**config.mk**
```make
export PLATFORM = sky130hd
export DESIGN_NAME = bcd_conv_seq_flat
export DESIGN_NICKNAME = d
export VERILOG_FILES = /design/src/rtl/bcd_conv_seq_if.sv /design/src/rtl/bcd_conv_seq.sv /design/src/flat_wrapper.sv
export SDC_FILE = /design/constraint.sdc
export NUM_CORES = 1
export LEC_CHECK = 0
export CAP_MARGIN = 10
export CORE_MARGIN = 10
export CORE_UTILIZATION = 40
export DETAILED_ROUTE_END_ITERATION = 12
export PLACE_DENSITY_LB_ADDON = 0.3
export SLEW_MARGIN = 15
export SYNTH_ARGS = -nofsm -noshare
export SYNTH_HDL_FRONTEND = slang
export SYNTH_SLANG_ARGS = --single-unit
```
**constraint.sdc**
```tcl
create_clock -name clk -period 4 [get_ports clk]
set_input_delay 0.8 -clock clk [delete_from_list [all_inputs] [get_ports clk]]
set_output_delay 0.8 -clock clk [all_outputs]
set_load 0.03 [all_outputs]
```
**src/rtl/bcd_conv_seq_if.sv**
```systemverilog
// Handshake and data bundle between the time/date counters and the sequential BCD converter.
// The master drives the requests and snapshot inputs; the slave returns the committed BCD fields.
interface bcd_conv_seq_if #(
  parameter int N_CH   = 3,
  parameter int BIN_W  = 7,
  parameter int DIGITS = 2
);
  logic                       start;
  logic [N_CH*BIN_W-1:0]      bin_in;
  logic                       busy;
  logic                       done;
  logic [N_CH*4*DIGITS-1:0]   bcd_out;
  logic [N_CH-1:0]            ovf;

  modport master (
    output start, bin_in,
    input  busy, done, bcd_out, ovf
  );

  modport slave (
    input  start, bin_in,
    output busy, done, bcd_out, ovf
  );
endinterface

```
**src/rtl/bcd_conv_seq.sv**
```systemverilog
// Multi-channel sequential binary-to-BCD converter (shift-and-add-3) with an atomic commit
// of every channel, so the display never observes a partially updated time.
module bcd_conv_seq #(
  parameter int N_CH       = 3,
  parameter int BIN_W      = 7,
  parameter int DIGITS     = 2,
  parameter int CONTINUOUS = 0
) (
  input  logic           clk,
  input  logic           rst,
  bcd_conv_seq_if.slave  conv
);

  localparam int BCD_W  = 4 * DIGITS;
  localparam int CH_W   = (N_CH > 1) ? $clog2(N_CH) : 1;
  localparam int CH_N   = 2 ** CH_W;
  localparam int SC_W   = (BIN_W > 1) ? $clog2(BIN_W) : 1;
  localparam logic [CH_W-1:0] CH_LAST = CH_W'(N_CH - 1);
  localparam logic [SC_W-1:0] SC_LAST = SC_W'(BIN_W - 1);
  localparam bit CONT = (CONTINUOUS != 0);

  typedef enum logic [2:0] {
    S_IDLE,
    S_LOAD,
    S_SHIFT,
    S_STORE,
    S_COMMIT
  } state_t;

  function automatic logic [BCD_W-1:0] add3(input logic [BCD_W-1:0] v);
    logic [BCD_W-1:0] r;
    r = v;
    for (int d = 0; d < DIGITS; d++) begin
      if (v[4*d +: 4] >= 4'd5) r[4*d +: 4] = v[4*d +: 4] + 4'd3;
    end
    return r;
  endfunction

  function automatic logic [BCD_W-1:0] sat(input logic ovf_f, input logic [BCD_W-1:0] v);
    return ovf_f ? {DIGITS{4'h9}} : v;
  endfunction

  state_t            state_q;
  logic [CH_W-1:0]   ch_q;
  logic [SC_W-1:0]   sc_q;
  logic [BIN_W-1:0]  bin_sh_q;
  logic [BCD_W-1:0]  bcd_sc_q;
  logic              ovf_sc_q;
  logic              busy_q;
  logic              done_q;
  logic [N_CH*BCD_W-1:0] bcd_out_q;
  logic [N_CH-1:0]   ovf_q;

  // Arrays are padded to a power of two so the channel index always matches their depth.
  logic [BIN_W-1:0]  snap_q      [CH_N];
  logic [BCD_W-1:0]  stage_q     [CH_N];
  logic              ovf_stage_q [CH_N];

  logic [BCD_W-1:0]  bcd_adj_d;
  logic [BCD_W-1:0]  bcd_sh_d;
  logic [BIN_W-1:0]  bin_sh_d;
  logic              ovf_sc_d;

  always_comb begin
    bcd_adj_d              = add3(bcd_sc_q);
    {bcd_sh_d, bin_sh_d}   = {bcd_adj_d, bin_sh_q} << 1;
    ovf_sc_d               = ovf_sc_q | bcd_adj_d[BCD_W-1];
  end

  always_ff @(posedge clk or posedge rst) begin
    if (rst) begin
      state_q   <= S_IDLE;
      ch_q      <= '0;
      sc_q      <= '0;
      bin_sh_q  <= '0;
      bcd_sc_q  <= '0;
      ovf_sc_q  <= 1'b0;
      busy_q    <= 1'b0;
      done_q    <= 1'b0;
      bcd_out_q <= '0;
      ovf_q     <= '0;
      for (int i = 0; i < CH_N; i++) begin
        snap_q[i]      <= '0;
        stage_q[i]     <= '0;
        ovf_stage_q[i] <= 1'b0;
      end
    end else begin
      done_q <= 1'b0;
      case (state_q)
        S_IDLE: begin
          if (CONT || conv.start) begin
            for (int i = 0; i < N_CH; i++) snap_q[i] <= conv.bin_in[i*BIN_W +: BIN_W];
            ch_q    <= '0;
            busy_q  <= 1'b1;
            state_q <= S_LOAD;
          end
        end
        S_LOAD: begin
          bin_sh_q <= snap_q[ch_q];
          bcd_sc_q <= '0;
          ovf_sc_q <= 1'b0;
          sc_q     <= '0;
          state_q  <= S_SHIFT;
        end
        S_SHIFT: begin
          bcd_sc_q <= bcd_sh_d;
          bin_sh_q <= bin_sh_d;
          ovf_sc_q <= ovf_sc_d;
          if (sc_q == SC_LAST) state_q <= S_STORE;
          else                 sc_q    <= sc_q + 1'b1;
        end
        S_STORE: begin
          stage_q[ch_q]     <= sat(ovf_sc_q, bcd_sc_q);
          ovf_stage_q[ch_q] <= ovf_sc_q;
          if (ch_q == CH_LAST) begin
            state_q <= S_COMMIT;
          end else begin
            ch_q    <= ch_q + 1'b1;
            state_q <= S_LOAD;
          end
        end
        S_COMMIT: begin
          for (int i = 0; i < N_CH; i++) begin
            bcd_out_q[i*BCD_W +: BCD_W] <= stage_q[i];
            ovf_q[i]                    <= ovf_stage_q[i];
          end
          done_q <= 1'b1;
          // Free-running mode snapshots the next pass on the very edge that commits this one.
          if (CONT) begin
            for (int i = 0; i < N_CH; i++) snap_q[i] <= conv.bin_in[i*BIN_W +: BIN_W];
            ch_q    <= '0;
            state_q <= S_LOAD;
          end else begin
            busy_q  <= 1'b0;
            state_q <= S_IDLE;
          end
        end
        default: begin
          busy_q  <= 1'b0;
          state_q <= S_IDLE;
        end
      endcase
    end
  end

  assign conv.busy    = busy_q;
  assign conv.done    = done_q;
  assign conv.bcd_out = bcd_out_q;
  assign conv.ovf     = ovf_q;

endmodule

```
**src/flat_wrapper.sv**
```systemverilog
// flat-port wrapper written by rule: the top's interface ports become plain ports
module bcd_conv_seq_flat 
#(
  parameter int N_CH       = 3,
  parameter int BIN_W      = 7,
  parameter int DIGITS     = 2,
  parameter int CONTINUOUS = 0
)
  (clk, rst, conv_start, conv_bin_in, conv_busy, conv_done, conv_bcd_out, conv_ovf);
  bcd_conv_seq_if #(.N_CH(N_CH), .BIN_W(BIN_W), .DIGITS(DIGITS)) conv_i ();
  input  logic clk;
  input  logic rst;
  input wire logic [$bits(conv_i.start)-1:0] conv_start;
  input wire logic [$bits(conv_i.bin_in)-1:0] conv_bin_in;
  output wire logic [$bits(conv_i.busy)-1:0] conv_busy;
  output wire logic [$bits(conv_i.done)-1:0] conv_done;
  output wire logic [$bits(conv_i.bcd_out)-1:0] conv_bcd_out;
  output wire logic [$bits(conv_i.ovf)-1:0] conv_ovf;
  assign conv_i.start = conv_start;
  assign conv_i.bin_in = conv_bin_in;
  assign conv_busy = conv_i.busy;
  assign conv_done = conv_i.done;
  assign conv_bcd_out = conv_i.bcd_out;
  assign conv_ovf = conv_i.ovf;
  bcd_conv_seq #(.N_CH(N_CH), .BIN_W(BIN_W), .DIGITS(DIGITS), .CONTINUOUS(CONTINUOUS)) u_core (.clk(clk), .rst(rst), .conv(conv_i));
endmodule
```
* Yosys cells after proc, flatten, opt, wreduce, memory -nomap -nowiden
Index checks and enable logic that the tools add are counted.
W data, S select, Z words.
** Storage, ports and cells
- Register bits after elaboration :: 110
- Input port bits :: 24
- Output and inout bits :: 29
- Logic and storage cells :: 79
** Operators by class
- Add/sub/neg operators :: 4
- $lt $le $gt $ge :: 4
- Equality and inequality tests :: 10
- Multiplexer cells :: 27
- Bitwise gates (word level) :: 3
- Reduce and logical (&&, ||, !) cells :: 10
** Operator list (number)
- $bwmux W32 :: 1
- $demux W8 S2 :: 1
- $mux W8 :: 2
- $pmux W8 S2 :: 1
- $bmux W7 S2 :: 1
- $mux W7 :: 2
- $pmux W7 S2 :: 1
- $mux W3 :: 4
- $pmux W3 S4 :: 1
- $add A4 B2 Y4 const B :: 2
- $ge A4 B3 Y1 const B :: 2
- $mux W4 :: 2
- $reduce_and A2 Y1 :: 4
- $eq A3 B2 Y1 const B :: 2
- $eq A3 B3 Y1 const B :: 2
- $ne A2 B2 Y1 const B :: 3
- $pmux W3 S2 :: 1
- $bwmux W4 :: 1
- $mux W2 :: 2
- $pmux W1 S2 :: 2
- $pmux W2 S2 :: 1
- $reduce_bool A2 Y1 :: 2
- $add A3 B1 Y3 const B :: 1
- $eq A3 B1 Y1 const B :: 1
- 14 further kinds :: 16

* Logic depth before layout (Yosys ltp)
- Depth after elaboration :: 6
- Mapped depth :: 7
- Mapped depth without buffers :: 6

* Worst setup path after synthesis
OpenSTA, ideal clock, no wires.
- Kind :: input to register
- Start :: input conv_start
- End :: register u_core.snap_q[14] (netlist bit)
- Library setup time :: 125 ps
- Data arrival time :: 1702 ps
- Data required time :: 3875 ps
- Slack :: 2174 ps
- Cell stages on the path :: 4
- Cell sequence :: nand2b_1 > nor3_2 > buf_4 > mux2_2
** Between the ends
- Longest elaborated chain between the ends :: 1
** RTL lines
- start: declaration :: line flat_wrapper.sv:13 : input wire logic [$bits(conv_i.start)-1:0] conv_start;
- $reduce_and A2 Y1 (no line)
- end signal: indexed assignment :: line bcd_conv_seq.sv:83 : snap_q[i] <= '0;
- end: declaration :: line bcd_conv_seq.sv:55 : logic [BIN_W-1:0] snap_q [CH_N];
No other way between the ends.
A chain may end at the register's enable or synchronous reset.

* Final worst setup path
- Start :: input conv_start
- End :: register u_core.snap_q[9] (netlist bit)
The elaborated chain is that of the path after synthesis.

==> results.md <==
* Status: completed
* Fin. Hold Viols at 0
* Top Usage Layer GRT: met2
* Max Slew Vio Count at 0
* Pre-antenna DRT Iters at 4
* Layout cells sized above 1 at 0.193
* Die height at ~120 um
* H-tree levels at 3
* Share of the synthesized area in the top cell type at 0.575
* CP Max Fanout at 14
* Synth area leaders: dfrtp_1 57%, mux2_2 7.4%, mux2_4 6.5%, o21ai_0 5.0%, nand2_1 3.8%
* Vias in the first global route at 3001
* Nets at 443
* Gate Count Post-Synth at 357
* Worst vdd rail ir drop at roughly 330 uV
* Sequential power share at 0.499
* Post-synth ARST share at 1.00
* 1st-iter DRT viols at 174
* Hold Buf Count CTS at 0
* Sink Count at 101
* GRT Total Usage at 0.115
* Ys flop type: dfrtp_1
* Die Area at 15600 sq um
* Final setup viols at 0
* Clk slew on worst S/H paths at ~100 ps
* CTS tree: done
* Max cap viols at 0
* Total Routed Length at 8.74 mm
* Area Growth Syn to Fin at 18.1%
* Worst Path Arrival at approximately 2700 ps
* Critical path class: input port to flop
* Mean Syn Cell Area at 12.3 sq um
* CTS Buf Count at 9
* GR met2 Demand/Resource at 0.181
* Hpwl dp at between 6 and 7 mm
* Worst min path class: flop to flop
* Startpoint Class: input port
* Postcts setup bufs at 0
* Yosys reg bits at a little over 100
* Largest net degree at the start of global routing at 70
* Post-DRT Antenna Nets at 0
* Root Buffer Master: clkbuf_8
* Static leakage at 2.28 nW
* Wire length per cell at 15.8 um
* GPL Wtd Cong at roughly 0.83
* Setup TNS at 0 ps
* Vias at 2780
* Clock Power Share at 0.194
* Number of flops mapped to enable cells by yosys at 0
* Ordered cell list for the critical path: clkdlybuf4s50_1 -> nand2b_1 -> nor3_2 -> buf_4 -> mux2_2
* DRC Markers at 0
* First-pass GRT wire length at between 15 and 20 mm
* Initial Util at 0.408
* Core area at 10800 sq um
* Initial antenna violation count at 0
* Mapped Area at between 4000 and 5000 sq um
* Synthesized Nets at a little under 400
* Worst stage delay on the critical path at 640 ps
* Clock period minus worst slack at 2430 ps
* Cell taking the most area after synthesis: dfrtp_1
* CP endpoint kind: flop
* Slew headroom at 0.432
* Power per cell area at 599 nW/um^2
* M3 GR Usage at 0.0434
* Clock Latency Late Sink at 370 ps
* Register area share after synthesis at 0.575
* Die X-Extent at about 120 um
* Tot Pwr at 3.11 mW
* Internal power at 1.98 mW
* Fmax at 0.411 GHz
* ANT cells at 0
* Row Count at 38
* Port bufs at 52
* Warnings from Yosys at 7
* Period utilization at 0.608
* Comb pwr share at 0.307
* Unrepaired setup endpoints after global routing: no
* Vias per cell at 5.02
* Post-cts resize count at 0
* Final setup margin at 1570 ps
* Req. time, crit path at 4260 ps
* Fin Clk Skew at 13.6 ps
* Switching Fraction at 0.363
* Number of I/O pins at 53
* Pre-CTS setup slack at between 1000 and 1500 ps
* Met1 Track Usage GR at 0.144
* Switch Pwr at 1.13 mW
* Global route overflow at 0
* Yosys cell types at 40
* Worst-Margin Slew at between 800 and 900 ps
* CP max stage cell: nor3_2
* Deepest clock path buffer count at 2
[state kept, by name (all words and copies together) (netlist names)]
signal / flops
u_core.conv.busy: 1
u_core.stage_q: 24
u_core.conv.bcd_out: 24
u_core.bcd_sc_q: 8
u_core.ovf_sc_q: 1
u_core.bin_sh_q: 7
u_core.state_q: 3
u_core.conv.done: 1
u_core.ovf_stage_q: 3
u_core.snap_q: 21
u_core.sc_q: 3
u_core.conv.ovf: 3
u_core.ch_q: 2
[power by group through the flow]
stage / Clock (mW) / Sequential, mW / Combinational (mW)
after floorplan: 0 / 1.49 / 0.775
after global placement: 0 / 1.56 / 0.938
after detailed placement: 0 / 1.57 / 0.970
after CTS: 0.630 / 1.56 / 0.972
after global routing: 0.673 / 1.60 / 1.09
final: 0.605 / 1.55 / 0.956
[synthesized netlist by cell type, types with 4 or more instances]
library cell and n:
a21o_1 8, a21oi_1 11, a32oi_1 6, buf_2 7, dfrtp_1 101, ha_1 9
inv_1 8, mux2_2 29, mux2_4 19, nand2_1 45, nor2_1 11, nor2b_1 7
o21ai_0 44, o22ai_1 4
[worst max-delay path, delay by kind of cell]
family                 cells  cell delay, ps
multiplexers               1             360
buffers and inverters      2             800
AND/OR/NAND/NOR            2             720
[metrics by stage]
step	instance area, sq um	instances	hold WS, ps	utilization
2_1_floorplan	4400	357	444	-
3_3_place_gp	5010	539	462	0.465
3_5_place_dp	5010	539	472	0.465
4_1_cts	5190	554	495	0.481
5_1_grt	5190	554	517	0.481
6_report	5190	554	488	0.481
[cell families after synthesis]
logic type / after synthesis / share of synthesized area
DFF: 101 / 0.575
AOI/OAI and AO/OA: 83 / 0.113
and+or+nand+nor: 83 / 0.0970
muxes: 51 / 0.146
buffers and inverters: 27 / 0.0378
adders and majority gates: 9 / 0.0256
xor gates and xnor gates: 3 / 0.00597
[placed cells by master (no fill, tap or decap), types with 4 or more instances in the layout]
cell type / count
nor2b_1: 7
a32oi_1: 6
clkbuf_8: 9
inv_1: 7
mux2_2: 29
a21oi_1: 11
o21ai_0: 44
buf_4: 4
nor2_1: 11
ha_1: 9
a21o_1: 8
mux2_4: 19
clkdlybuf4s50_1: 52
dfrtp_1: 101
nand2_1: 45
o22ai_1: 4
[cell type report]
type	instances	area, sq um
fill	995	5600
sequential	101	2530
multi-input combinational	229	1710
timing repair buffer	56	551
tap	140	175
clock buffer	9	124
clock inverter	6	56.3
inverter	13	56.3
[routing by layer]
metal | part of all wire | up-vias | wire (um)
li1 | - | 1362 | -
met1 | 0.45 | 1349 | 3960
met5 | 0 | - | 0
met3 | 0.062 | 8 | 541
met4 | 0.013 | 0 | 114
met2 | 0.47 | 61 | 4120
[final timing paths]
check / from / slack [ps] / cells after the start / to
max: conv_start / 1570 / 5 / u_core.snap_q[9]
min: u_core.stage_q[18] / 490 / 2 / u_core.stage_q[18]
max reg2reg: u_core.state_q[1] / 1690 / 4 / u_core.snap_q[9]
min reg2reg: u_core.stage_q[18] / 490 / 2 / u_core.stage_q[18]
max in group asynchronous: rst / 2290 / 3 / u_core.conv.bcd_out[9]
min in group asynchronous: rst / 950 / 2 / u_core.snap_q[21]
No activity file was read; power rests on OpenSTA's default activity.
==> RTL edit (config.mk and constraints unchanged) <==
Encoding of `state_t`: now one-hot (5 bits for 5 states).
--- a/src/rtl/bcd_conv_seq.sv
+++ b/src/rtl/bcd_conv_seq.sv
@@ -19,12 +19,12 @@
   localparam logic [SC_W-1:0] SC_LAST = SC_W'(BIN_W - 1);
   localparam bit CONT = (CONTINUOUS != 0);
 
-  typedef enum logic [2:0] {
-    S_IDLE,
-    S_LOAD,
-    S_SHIFT,
-    S_STORE,
-    S_COMMIT
+  typedef enum logic [4:0] {
+    S_IDLE   = 5'b00001,
+    S_LOAD   = 5'b00010,
+    S_SHIFT  = 5'b00100,
+    S_STORE  = 5'b01000,
+    S_COMMIT = 5'b10000
   } state_t;
 
   function automatic logic [BCD_W-1:0] add3(input logic [BCD_W-1:0] v);
Formal check against the unedited RTL: no difference found for any inputs over 10 cycles, from zero or initial values and one cycle with rst high; not proved beyond that.
==> RTL edit against the original RTL <==
Via count decreased by 3.2%; sequential cell count increased by 2; setup slack worse by 0.14 ns; final area is 1.2% higher; final cell count fell by 4.3%; first-iteration DRC count is 27% lower; global-route usage is 0.49 points lower; clock skew rose by 0.0025 ns; wire length down 4.9%; total power shrank 18%; area after synthesis decreased by 0.11%; largest cell class unchanged.
==> RTL edit: results <==
export IMPL_outcome="finished clean"
export IMPL_rr_startpoint="u_core.state_q[1]$_DFFE_PP0P_"
export IMPL_hold_start="u_core.bin_sh_q[6]$_DFFE_PP0P_"
export IMPL_cts_root_buf="clkbuf_8"
export IMPL_placed_cell_area_sq_um=5070
export IMPL_register_area_sq_um=2580
export IMPL_numCtsBuffers=9
export IMPL_r2r_slack_ns=1.62
export IMPL_drt_pass1_iter_count=4
export IMPL_ir_drop_mv=0.274
export IMPL_ys_top_cells_by_count="dfrtp_1 (102), mux2_2 (78), nand2_1 (31)"
export IMPL_nets=418
export IMPL_p_switching_uw=776
export IMPL_r2r_end="u_core.snap_q[26]$_DFFE_PP0P_"
export IMPL_cp_top_family="simple AND/OR/NAND/NOR gates"
export IMPL_gp_congestion=0.757
export IMPL_antenna_found_initial=0
export IMPL_ys_flop_type="dfrtp_1"
export IMPL_track_usage_pct=11.0
export IMPL_ff2ff_path_depth=3
export IMPL_skew_ns=0.0161
export IMPL_fill_cells=1005
export IMPL_async_flop_share_pct=100
export IMPL_synth_nets=364
export IMPL_avgRoutedWirePerCell_microns=15.7
export IMPL_ys_types=38
export IMPL_grt_pass1_wl_microns=14300
export IMPL_final_layout_size_suffix_gt1_share_pct=27.9
export IMPL_cp_arrival_ns=2.82
export IMPL_grt_max_degree=61
export IMPL_grt_pass1_vias=2792
export IMPL_seq_area_frac_synth_pct=58.7
export IMPL_hold_ws_ns=0.501
export IMPL_synth_area_leaders="dfrtp_1 (58%), mux2_2 (20%), nand2_1 (2.6%), ha_1 (2.6%), mux2i_1 (2.3%)"
export IMPL_cts_resized=0
export IMPL_cp_slowest_stage_delay_ns=0.85
export IMPL_via_per_inst=5.08
export IMPL_fin_crit_sh_pct=64.4
export IMPL_worst_pin_slew_ns=1.06
export IMPL_dpl_worst_slack_ns=0.973
export IMPL_cp_max_fo=21
export IMPL_setup_worst_path_start="conv_start"
export IMPL_dpl_hpwl_microns=5980
export IMPL_syn_area_per_cell_sq_um=13.3
export IMPL_hold_class="reg -> reg"
export IMPL_p_leak_nw=2.45
export IMPL_min_to="u_core.bcd_sc_q[0]$_DFFE_PP0P_"
export IMPL_drtIter0Drc=127
export IMPL_portBuffers=52
export IMPL_min_path_cells=1
export IMPL_vias=2691
export IMPL_n_antenna_cell=0
export IMPL_crit_slowest_cell="nand4_1"
export IMPL_dpl_cell_count=514
-- RTL edit: final cells by class --
cell class / count / area share (%)
Timing Repair Buffer: 53 / 10.3
Tap cell: 140 / 3.33
Clock inverter: 7 / 1.24
Inverter: 10 / 0.762
Sequential cell: 103 / 49.0
Clock buffer: 9 / 2.36
Multi-Input combinational cell: 208 / 33.0
-- RTL edit: power by group through the flow --
| stage | Clock [mW] | Sequential (mW) | Combinational (mW) |
|---|---|---|---|
| floorplan | 0 | 1.33 | 0.462 |
| global placement | 0 | 1.35 | 0.577 |
| detailed placement | 0 | 1.36 | 0.597 |
| CTS | 0.642 | 1.34 | 0.601 |
| global route | 0.684 | 1.37 | 0.666 |
| finish | 0.615 | 1.34 | 0.585 |
-- RTL edit: cell families (layout without fill, tap and decap cells) --
family                   Yosys count  count (layout)  synth area share, %
adder cells (fa/ha/maj)            9               9                 2.56
XOR/XNOR                           6               6                 1.20
AO/OA/AOI/OAI                     39              39                 5.89
flip-flops                       103             103                 58.7
AND/OR/NAND/NOR                   66              66                 7.55
buffers and inverters             20              79                 1.85
multiplexers                      88              88                 22.3
-- RTL edit: how the worst max path moves through the flow --
stage	endpoint
2_1_floorplan	u_core.bcd_sc_q[0]$_DFFE_PP0P_
3_3_place_gp	u_core.snap_q[27]$_DFFE_PP0P_
3_5_place_dp	u_core.snap_q[9]$_DFFE_PP0P_
4_1_cts	u_core.snap_q[9]$_DFFE_PP0P_
5_1_grt	u_core.snap_q[9]$_DFFE_PP0P_
6_report	u_core.snap_q[26]$_DFFE_PP0P_
-- RTL edit: routing by layer --
metal	track usage, %	up-vias	part of all wire, %
met5	0	-	0
met1	13.8	1347	46
li1	-	1277	-
met2	17.5	58	48
met3	3.79	9	5.9
met4	3.25	0	0.84
